$ cat src/rtl/monster_mode_ctrl_pkg.sv
`default_nettype none
// ============================================================================
// Module : monster_mode_ctrl_pkg
// Brief  : Mode encoding and default frame constants for the monster mode
//          sequencer.
// Rev    : 1.0  initial release
// ============================================================================
package monster_mode_ctrl_pkg;

  typedef enum logic [1:0] {
    NORMAL = 2'd0,
    FRIGHT = 2'd1,
    FLASH  = 2'd2,
    EATEN  = 2'd3
  } monster_mode_t;

  // Default timing in video frames
  localparam int unsigned DEF_FRIGHT_FRAMES  = 360;
  localparam int unsigned DEF_FLASH_FRAMES   = 120;
  localparam int unsigned DEF_FLASH_PERIOD   = 8;
  localparam int unsigned DEF_RESPAWN_FRAMES = 180;
  localparam int unsigned DEF_CNT_W          = 10;

endpackage
`default_nettype wire

$ cat src/rtl/monster_mode_ctrl_frame_timer.sv
`default_nettype none
// ============================================================================
// Module : monster_mode_ctrl_frame_timer
// Brief  : Loadable frame down-counter. Expiry is the tick seen while the
//          count is 1, so a load of N expires on the N-th tick.
// Rev    : 1.0  initial release
// ============================================================================
module monster_mode_ctrl_frame_timer #(
  parameter int unsigned CNT_W = 10
) (
  input  logic             clk,
  input  logic             resetN,
  input  logic             load_i,
  input  logic [CNT_W-1:0] value_i,
  input  logic             tick_i,
  output logic             expire_o
);

  logic [CNT_W-1:0] count_q;

  // Load has priority over the tick; the counter parks at zero when idle
  always_ff @(posedge clk or negedge resetN) begin
    if (!resetN) begin
      count_q <= '0;
    end else if (load_i) begin
      count_q <= value_i;
    end else if (tick_i && (count_q != '0)) begin
      count_q <= count_q - CNT_W'(1);
    end
  end

  assign expire_o = tick_i && (count_q == CNT_W'(1));

endmodule
`default_nettype wire

$ cat src/rtl/monster_mode_ctrl.sv
`default_nettype none
// ============================================================================
// Module : monster_mode_ctrl
// Brief  : Per-monster mode sequencer (NORMAL / FRIGHT / FLASH / EATEN),
//          timed in video frames. Drives image select, visibility and the
//          collision outcome pulses. All outputs are registered.
// Rev    : 1.0  initial release
// ============================================================================
module monster_mode_ctrl
  import monster_mode_ctrl_pkg::*;
#(
  parameter int unsigned FRIGHT_FRAMES  = DEF_FRIGHT_FRAMES,
  parameter int unsigned FLASH_FRAMES   = DEF_FLASH_FRAMES,
  parameter int unsigned FLASH_PERIOD   = DEF_FLASH_PERIOD,
  parameter int unsigned RESPAWN_FRAMES = DEF_RESPAWN_FRAMES,
  parameter int unsigned CNT_W          = DEF_CNT_W
) (
  input  logic       clk,
  input  logic       resetN,
  input  logic       startOfFrame_i,
  input  logic       powerPillEaten_i,
  input  logic       collisionPacman_i,
  input  logic       gameRestart_i,
  output logic       shiftImage_o,
  output logic       monsterVisible_o,
  output logic       frightened_o,
  output logic       monsterEaten_o,
  output logic       pacmanKilled_o,
  output logic [1:0] modeState_o
);

  localparam logic [CNT_W-1:0] STEADY_LOAD  = CNT_W'(FRIGHT_FRAMES - FLASH_FRAMES);
  localparam logic [CNT_W-1:0] FLASH_LOAD   = CNT_W'(FLASH_FRAMES);
  localparam logic [CNT_W-1:0] RESPAWN_LOAD = CNT_W'(RESPAWN_FRAMES);
  localparam logic [CNT_W-1:0] PHASE_LAST   = CNT_W'(FLASH_PERIOD - 1);

  monster_mode_t    state_q, state_d;
  logic [CNT_W-1:0] phase_q, phase_d;
  logic             shift_q, shift_d;
  logic             visible_q, visible_d;
  logic             fright_q, fright_d;
  logic             eaten_q, eaten_d;
  logic             killed_q, killed_d;
  logic             load_d;
  logic [CNT_W-1:0] load_val_d;
  logic             expire;

  // Single timer shared by FRIGHT, FLASH and EATEN
  monster_mode_ctrl_frame_timer #(
    .CNT_W (CNT_W)
  ) u_frame_timer (
    .clk      (clk),
    .resetN   (resetN),
    .load_i   (load_d),
    .value_i  (load_val_d),
    .tick_i   (startOfFrame_i),
    .expire_o (expire)
  );

  // State and output registers
  always_ff @(posedge clk or negedge resetN) begin
    if (!resetN) begin
      state_q   <= NORMAL;
      phase_q   <= '0;
      shift_q   <= 1'b0;
      visible_q <= 1'b1;
      fright_q  <= 1'b0;
      eaten_q   <= 1'b0;
      killed_q  <= 1'b0;
    end else begin
      state_q   <= state_d;
      phase_q   <= phase_d;
      shift_q   <= shift_d;
      visible_q <= visible_d;
      fright_q  <= fright_d;
      eaten_q   <= eaten_d;
      killed_q  <= killed_d;
    end
  end

  // Next-state: restart > collision > pill > frame tick
  always_comb begin
    state_d    = state_q;
    phase_d    = phase_q;
    shift_d    = shift_q;
    visible_d  = visible_q;
    eaten_d    = 1'b0;
    killed_d   = 1'b0;
    load_d     = 1'b0;
    load_val_d = '0;

    if (gameRestart_i) begin
      state_d   = NORMAL;
      phase_d   = '0;
      shift_d   = 1'b0;
      visible_d = 1'b1;
      load_d    = 1'b1;
    end else begin
      case (state_q)
        NORMAL: begin
          shift_d   = 1'b0;
          visible_d = 1'b1;
          if (collisionPacman_i) begin
            killed_d = 1'b1;
          end else if (powerPillEaten_i) begin
            state_d    = FRIGHT;
            shift_d    = 1'b1;
            load_d     = 1'b1;
            load_val_d = STEADY_LOAD;
          end
        end
        FRIGHT, FLASH: begin
          if (collisionPacman_i) begin
            state_d    = EATEN;
            shift_d    = 1'b0;
            visible_d  = 1'b0;
            eaten_d    = 1'b1;
            load_d     = 1'b1;
            load_val_d = RESPAWN_LOAD;
          end else if (powerPillEaten_i) begin
            state_d    = FRIGHT;
            shift_d    = 1'b1;
            load_d     = 1'b1;
            load_val_d = STEADY_LOAD;
          end else if (state_q == FRIGHT) begin
            if (expire) begin
              state_d    = FLASH;
              phase_d    = '0;
              shift_d    = 1'b1;
              load_d     = 1'b1;
              load_val_d = FLASH_LOAD;
            end
          end else if (startOfFrame_i) begin
            if (expire) begin
              state_d = NORMAL;
              shift_d = 1'b0;
            end else if (phase_q == PHASE_LAST) begin
              shift_d = ~shift_q;
              phase_d = '0;
            end else begin
              phase_d = phase_q + CNT_W'(1);
            end
          end
        end
        EATEN: begin
          shift_d   = 1'b0;
          visible_d = 1'b0;
          if (expire) begin
            state_d   = NORMAL;
            visible_d = 1'b1;
          end
        end
        default: state_d = NORMAL;
      endcase
    end

    fright_d = (state_d == FRIGHT) || (state_d == FLASH);
  end

  assign modeState_o      = state_q;
  assign shiftImage_o     = shift_q;
  assign monsterVisible_o = visible_q;
  assign frightened_o     = fright_q;
  assign monsterEaten_o   = eaten_q;
  assign pacmanKilled_o   = killed_q;

endmodule
`default_nettype wire

$ cat config.mk
export PLATFORM = sky130hd
export DESIGN_NAME = monster_mode_ctrl
export DESIGN_NICKNAME = d
export VERILOG_FILES = /design/src/rtl/monster_mode_ctrl_pkg.sv /design/src/rtl/monster_mode_ctrl_frame_timer.sv /design/src/rtl/monster_mode_ctrl.sv
export SDC_FILE = /design/constraint.sdc
export NUM_CORES = 1
export LEC_CHECK = 0
export CAP_MARGIN = 20
export CORE_MARGIN = 2
export CORE_UTILIZATION = 40
export CTS_CLUSTER_DIAMETER = 150
export DETAILED_ROUTE_END_ITERATION = 10
export PLACE_DENSITY = 0.71
export SKIP_CTS_REPAIR_TIMING = 1
export SLEW_MARGIN = 5
export SYNTH_ARGS = -nofsm -noshare
export SYNTH_HDL_FRONTEND = slang
export SYNTH_SLANG_ARGS = --single-unit
$ cat constraint.sdc
create_clock -name clk -period 2.2 [get_ports clk]
set_clock_uncertainty 0.05 [all_clocks]
set_input_delay 0.44 -clock clk [delete_from_list [all_inputs] [get_ports clk]]
set_output_delay 0.44 -clock clk [all_outputs]
set_load 0.05 [all_outputs]
Word level (Yosys, flattened, before mapping):

Cells that the tools add are included.

* register bits after elaboration: 27
* input port bits: 6
* output and inout bits: 7
* word-level logic and storage cells: 91

* add/sub/neg operators: 2
* equality and inequality tests: 15
* mux-type cells: 54
* bitwise logic cells: 1
* reductions and logical operators: 11

Operators with widths (number)
* 10-bit 2-to-1 mux: 11
* 8-bit 2-to-1 mux: 5
* 1-bit 2-to-1 mux: 22
* 2-bit 2-to-1 mux: 9
* 6-bit != test, second input constant: 3
* 8-bit one-hot mux with 2 select lines: 1
* 7-bit 2-to-1 mux: 2
* 10-bit by 1-bit adder with 10-bit output, second input constant: 1
* 10-bit by 1-bit == test with 1-bit output, second input constant: 1
* 10-bit by 3-bit == test with 1-bit output, second input constant: 1
* 10-bit nonzero test: 1
* 10-bit by 1-bit subtractor with 10-bit output, second input constant: 1
* 2-bit == test, second input constant: 3
* 3-bit != test, second input constant: 2
* 1-bit one-hot mux with 3 select lines: 2
* 2-bit one-hot mux with 3 select lines: 1
* 6-bit AND reduction: 1
* 2-bit by 1-bit == test with 1-bit output, second input constant: 2
* 2-bit by 1-bit != test with 1-bit output, second input constant: 2
* 2-bit nonzero test: 2
* 3-bit by 2-bit != test with 1-bit output, second input constant: 1
* 3-bit AND reduction: 1
* 3-bit nonzero test: 1
* 1-bit logical AND: 2
* other kinds (5): 5

Longest topological paths before layout:

Gate-level depths: netlist of the first run.

* depth in word-level cells: 11
* mapped depth: 9
* mapped depth without buffers: 7

Cells and area by module:

From an unflattened synthesis of the first run, not the netlist that was laid out.

* cells, all modules: 206
* area, all modules: 1871.8 µm²

Modules (own cells, without submodules)
* monster_mode_ctrl: times used 1, cells each 135, area each 1206.2 µm², seq. area each 426.7 µm²
* monster_mode_ctrl_frame_timer: times used 1, cells each 71, area each 665.6 µm², seq. area each 250.2 µm²

Worst setup path before layout of the first run:

OpenSTA, ideal clock, no wires.

* kind: flip-flop to flip-flop
* start point: register state_q[1] (netlist: modeState_o[1])
* end point: register phase_q[7]
* library setup time: 0.083 ns
* arrival: 2.342 ns
* required time: 2.067 ns
* setup slack: -0.274 ns
* stages on the path, launching flop included: 10
* path buffers: 2
* clock period less this slack: 2.474 ns
* path through: dfrtp_1 -> inv_1 -> ha_1 -> buf_2 -> inv_1 -> nor4b_1 -> and4_1 -> buf_2 -> nand4_1 -> o21ai_0

* word-level cells in the longest chain between the ends: 6
* elaborated cells between the ends (all ways): 13
* classes of those cells: eq/ne (4); mux (5); reduce/logical (4)

RTL lines
* from (decl): RTL line monster_mode_ctrl.sv:37 `monster_mode_t state_q, state_d;`
* from (signal assigned): RTL line monster_mode_ctrl.sv:71 `state_q <= state_d;`
* 2-bit by 1-bit == test with 1-bit output: RTL line monster_mode_ctrl.sv:99, monster_mode_ctrl.sv:125
* 10-bit 2-to-1 mux: RTL line monster_mode_ctrl.sv:125 `end else if (state_q == FRIGHT) begin`
* 10-bit 2-to-1 mux: RTL line monster_mode_ctrl.sv:120 `end else if (powerPillEaten_i) begin`
* 10-bit 2-to-1 mux: RTL line monster_mode_ctrl.sv:113 `if (collisionPacman_i) begin`
* 10-bit 2-to-1 mux: RTL line monster_mode_ctrl.sv:99 `case (state_q)`
* 10-bit 2-to-1 mux: RTL line monster_mode_ctrl.sv:92 `if (gameRestart_i) begin`
* to (signal assigned): RTL line monster_mode_ctrl.sv:72 `phase_q <= phase_d;`
* to (decl): RTL line monster_mode_ctrl.sv:38 `logic [CNT_W-1:0] phase_q, phase_d;`

Several ways; a longest one is shown, not always the timed one. The select of a mux whose other input is x is not followed.
A chain may end at the register's enable or synchronous reset.

Worst setup path in the final report of the first run:

* start point: register visible_q (netlist: monsterVisible_o)
* end point: output port monsterVisible_o

RTL lines
* from (decl): RTL line monster_mode_ctrl.sv:40 `logic visible_q, visible_d;`
* from (signal assigned): RTL line monster_mode_ctrl.sv:74 `visible_q <= visible_d;`
* to (decl): RTL line monster_mode_ctrl.sv:25 `output logic monsterVisible_o,`

No word-level cell between the ends.

==> metrics.yaml, run 1 <==
p_seq_share_pct: 31.7
ctsLongestPathBuffers: 2
nFillCells: 380
cts_buffers: 3
grt_pass1_vias: 1520
hold-path-cell-count: 1
port_buffers: 12
finalCritPeriodShare_pct: 96.6
drc: 0
slew_violations: 0
grt_pass1_wl_mm: 6.87
status: "completed"
routabilityCongestion: 0.938
cts_tree: "yes"
drive_gt1_share_pct: 25.9
fin_ws_ns: 0.0740
combPwrFrac_pct: 55.5
grt_max_degree: 28
rows: 23
worstPathRequired_ns: 1.71
peakVddDrop_uv: 528
area_delta_synth_final_pct: 31.1
diodes: 0
clkSinkCount: 27
fp.coreArea_sq_mm: 0.00406
first_iter_violations: 63
async_flop_share_pct: 100
max_slew_margin_pct: 67.0
firstDrtPassIters: 4
yosys_warnings: 0
place_ws_ns: -0.440
power_switching_mw: 0.949
critPathLaunchType: "flip-flop"
end_kind: "output pin"
layout_commonest_cell: "buf_4"
p_leak_nw: 1.02
clockPowerShare_pct: 12.8
start_util_pct: 41.9
placed_area_sq_mm: 0.00213
post-route-min-period_ns: 2.13
fin_area_sq_mm: 0.00223
rr_endpoint: "phase_q[0]$_DFFE_PN0P_"
synth_cell_type_count: 45
r2r_slack_ns: 0.08
grt_util_all_layers_pct: 17.5
nNetsFinal: 249
die_w_microns: 69.2
cap_violations: 0
die_area_sq_mm: 0.00479
hold_viol_final: 0
grt_overflow: 0
synthFlopType: "dfrtp_1"
maxClockFrequency_mhz: 470
syn_inst: 187
internal_power_mw: 1.31
seq_area_frac_synth_pct: 39.8
critical_path_buf_inv_count: 1
ff2ff_path_depth: 5
insertion_delay_ns: 0.28
htreeDepth: 1
final.setup.tns_ns: 0
critPathMaxStageDelay_ns: 0.79
r2r-start: "phase_q[7]$_DFFE_PN0P_"
worstMarginPinSlew_ns: 0.494
path_clk_slew_ns: 0.10
cp_slowest_cell: "clkdlybuf4s50_1"
critPathArrivalTime_ns: 1.64
power_density_mw_per_mm2: 1010
holdCritPathClass: "flip-flop to flip-flop"
root_buffer: "clkbuf_8"
place_hpwl_mm: 3.06
layout_common_cells: "36 x buf_4, 24 x dfrtp_1, 17 x nor2_1"
worstPathCellList: "clkdlybuf4s50_1"
syn_nets: 203
synth.avg_cell_area_sq_um: 9.09
fin_util_pct: 54.9
ant_nets: 0
grt_setup_unrepaired: "no"
postSynthRegisterBits: 27
ios: 13
critical_path_class: "flip-flop to output pin"
antenna_found_initial: 0
switching_share_pct: 41.9
vias: 1558
worstHoldStart: "phase_q[9]$_DFFE_PN0P_"
routed_via_density: 5.52
netlist_area_sq_mm: 0.00170
setup_viol_count_final: 0
drt-total-wl_mm: 4.02
synth_edf_count: 0
critical-path-top-delay-family: "buffers and inverters"
wl_per_cell_microns: 14.3
die_h_microns: 69.2
hold_end: "phase_q[9]$_DFFE_PN0P_"
cp_max_fo: 2
## layer usage
layer  wire length (microns)  part of all wire, %  GRT usage (%)  vias to the layer above
met5                       0                    0              0                        -
met4                      63                  1.6           5.45                        0
li1                        -                    -              -                      779
met3                      98                  2.4           3.34                        7
met1                    1940                   48           22.5                      752
met2                    1920                   48           29.6                       20
## metrics by stage
stage                     power [mW]  cells  hold slack (ns)
after detailed placement        1.94    277            0.430
after global placement          1.92    277            0.419
after CTS                       2.24    281            0.446
after global routing            2.42    282            0.468
after floorplan                 1.47    187           0.0944
final                           2.26    282            0.446
## worst max-delay path by stage
stage,end,slack [ns],start,depth (start not counted)
CTS,phase_q[8]$_DFFE_PN0P_,-0.16,modeState_o[0]$_DFF_PN0_,7
global placement,phase_q[7]$_DFFE_PN0P_,-0.31,startOfFrame_i,7
detailed placement,phase_q[8]$_DFFE_PN0P_,-0.44,startOfFrame_i,7
global route,phase_q[0]$_DFFE_PN0P_,0.007,phase_q[7]$_DFFE_PN0P_,5
finish,monsterVisible_o,0.07,monsterVisible_o$_DFFE_PN1P_,1
floorplan,frightened_o$_DFF_PN0_,0.005,modeState_o[0]$_DFF_PN0_,8
## area by class of cell
class / instances / area (sq um) / area share, %
Inverter: 10 / 37.5 / 1.68
Clock inverter: 1 / 7.51 / 0.337
Sequential cell: 27 / 679 / 30.5
Clock buffer: 3 / 41.3 / 1.85
Tap cell: 50 / 62.6 / 2.81
Multi-Input combinational cell: 143 / 1010 / 45.2
Timing Repair Buffer: 48 / 393 / 17.6
## power groups by stage
stage	logic, mW	clock network, mW	registers [mW]
floorplan	0.635	0	0.839
global placement	1.20	0	0.716
detailed placement	1.21	0	0.724
CTS	1.22	0.301	0.714
global route	1.37	0.313	0.737
finish	1.26	0.289	0.718
## cells by family after synthesis
| logic type | Yosys count | share of synthesized area, % |
|---|---|---|
| AOI/OAI and AO/OA | 46 | 17.7 |
| xor gates and xnor gates | 7 | 3.61 |
| adders and majority gates | 10 | 7.36 |
| buffers and inverters | 17 | 3.90 |
| DFF | 27 | 39.8 |
| muxes | 4 | 2.58 |
| and+or+nand+nor | 76 | 25.1 |
## Yosys cell counts (3+ instances only)
library cell | instances | area (sq um)
o31ai_1 | 3 | 22.5
nand4_1 | 3 | 18.8
ha_1 | 10 | 125
nor4_1 | 3 | 18.8
inv_1 | 10 | 37.5
dfrtp_1 | 26 | 651
nand2b_1 | 3 | 18.8
nand2_1 | 9 | 33.8
clkbuf_1 | 3 | 11.3
a211oi_1 | 3 | 22.5
nor4b_1 | 4 | 35.0
o21ai_0 | 13 | 65.1
nor2_1 | 18 | 67.6
a21oi_1 | 15 | 75.1
xnor2_1 | 6 | 52.6
and3_1 | 6 | 37.5
or3_1 | 3 | 18.8
nor3_1 | 12 | 60.1
## flip-flops by register name (all words and copies together) (netlist names)
register and flops:
pacmanKilled_o 1, modeState_o 2, monsterVisible_o 1, monsterEaten_o 1
shiftImage_o 1, frightened_o 1, u_frame_timer.count_q 10, phase_q 10
No activity file was read; power rests on OpenSTA's default activity.
==> run 2: changes to the inputs <==
CORE_MARGIN = 5   (was 2)
==> run 2 against run 1 <==
  * Routed wire length shrank 4.6%
  * Worst hold slack better by 0.0039 ns
  * Non-clock buffer count decreased by 5
  * Die area up 18%
  * Design area is 2.1% lower
  * Final cell count down 1.8%
  * Sequential cell count stayed put
  * Fmax grew 0.80%
  * Total power shrank 2.6%
  * Critical path depth grew 4
==> metrics.yaml, run 2 (synthesis gave the netlist of run 1 again) <==
status: "completed"
antenna_found_initial: 0  # unchanged
area_delta_synth_final_pct: 28.3
maxClockFrequency_mhz: 474  # +0.80%
ctsLongestPathBuffers: 2  # unchanged
die_h_microns: 75.2  # +8.7%
end_kind: "flip-flop"
hold_viol_final: 0  # unchanged
ant_nets: 0  # unchanged
firstDrtPassIters: 4  # unchanged
setup_viol_count_final: 0  # unchanged
nNetsFinal: 244  # -2.0%
fin_util_pct: 53.8  # -1.1 points
final.setup.tns_ns: 0  # unchanged
htreeDepth: 1  # unchanged
r2r-start: "phase_q[7]$_DFFE_PN0P_"
critPathLaunch: "phase_q[7]$_DFFE_PN0P_"
holdCritPathClass: "flip-flop to flip-flop"
critical_path_class: "flip-flop to flip-flop"
rows: 23  # unchanged
worstHoldStart: "phase_q[9]$_DFFE_PN0P_"
drive_gt1_share_pct: 24.7  # -1.2 points
cts_tree: "yes"
routed_via_density: 5.41  # -2.1%
first_iter_violations: 83  # +32%
p_leak_nw: 0.989  # -2.6%
start_util_pct: 41.9  # unchanged
diodes: 0  # unchanged
cts_buffers: 3  # unchanged
path_clk_slew_ns: 0.09  # about the same
power_density_mw_per_mm2: 1010  # -0.56%
drc: 0  # unchanged
insertion_delay_ns: 0.26  # -0.02 ns
cp_max_fo: 9  # +7
place_ws_ns: -0.378  # +0.0617 ns
worstMarginPinSlew_ns: 0.505  # +0.0114 ns
die_area_sq_mm: 0.00566  # +18%
root_buffer: "clkbuf_8"
routabilityCongestion: 0.866  # -7.7%
max_slew_margin_pct: 66.2  # -0.76 points
critPathLaunchType: "flip-flop"
critPathArrivalTime_ns: 2.21  # +0.57 ns
grt_pass1_wl_mm: 6.69  # -2.6%
drt-total-wl_mm: 3.84  # -4.6%
layout_commonest_cell: "buf_4"
die_w_microns: 75.2  # +8.7%
grt_overflow: 0  # unchanged
fin_ws_ns: 0.0908  # +0.0168 ns
worstPathRequired_ns: 2.30  # +0.59 ns
fp.coreArea_sq_mm: 0.00406  # unchanged
grt_util_all_layers_pct: 14.9  # -2.6 points
ios: 13  # unchanged
grt_pass1_vias: 1473  # -3.1%
wl_per_cell_microns: 13.9  # -2.9%
grt_max_degree: 28  # unchanged
port_buffers: 12  # unchanged
finalCritPeriodShare_pct: 95.9  # -0.76 points
clkSinkCount: 27  # unchanged
place_hpwl_mm: 2.90  # -5.2%
post-route-min-period_ns: 2.11  # -0.0168 ns
slew_violations: 0  # unchanged
peakVddDrop_uv: 557  # +5.5%
cap_violations: 0  # unchanged
final_cells: 277  # -1.8%
vias: 1499  # -3.8%
place_inst: 273  # -1.4%
layout_common_cells: "32 x buf_4, 24 x dfrtp_1, 17 x nor2_1"
-- run 2: area by class of cell --
class / instances / area [sq um]
clock buffers: 4 / 45.0
repair buffers: 43 / 353
inverters: 10 / 37.5
multi-input cells: 143 / 1000
flip-flops and latches: 27 / 679
well taps: 50 / 62.6
fillers: 377 / 1880
-- run 2: power by group --
part | switching [mW] | internal [mW] | total, mW
registers | 0.103 | 0.605 | 0.708
logic | 0.668 | 0.554 | 1.22
clock network | 0.143 | 0.129 | 0.272
-- run 2: per-layer routing --
metal	routed length [microns]	up-vias	track usage, %	share of wire [%]
met3	146	2	2.67	3.8
met4	19	0	2.33	0.50
li1	-	771	-	-
met1	1770	699	19.6	46
met2	1900	27	25.9	50
met5	0	-	0	0
-- run 2: final timing paths --
| kind | cells past startpoint | slack [ns] | to |
|---|---|---|---|
| setup / recovery | 5 | 0.09 | phase_q[0]$_DFFE_PN0P_ |
| hold / removal | 1 | 0.45 | phase_q[9]$_DFFE_PN0P_ |
| setup reg to reg | 5 | 0.09 | phase_q[0]$_DFFE_PN0P_ |
| hold reg to reg | 1 | 0.45 | phase_q[9]$_DFFE_PN0P_ |
| max in group asynchronous | 2 | 1.31 | monsterVisible_o$_DFFE_PN1P_ |
| min in group asynchronous | 2 | 0.49 | u_frame_timer.count_q[2]$_DFFE_PN0P_ |
-- run 2: per-stage QoR --
| step | hold slack (ns) | total power, mW | instance area, sq um |
|---|---|---|---|
| after floorplan | 0.0944 | 1.47 | 1710 |
| after global placement | 0.417 | 1.89 | 2090 |
| after detailed placement | 0.430 | 1.90 | 2090 |
| after CTS | 0.445 | 2.18 | 2140 |
| after global routing | 0.470 | 2.38 | 2180 |
| final | 0.450 | 2.20 | 2180 |
-- run 2: worst max-delay path, cell delays in order, from the launching register on --
cell	delay, ns
dfrtp_1	0.39
or4_1	0.55
or3_4	0.39
and4_1	0.20
buf_4	0.16
mux2_2	0.26
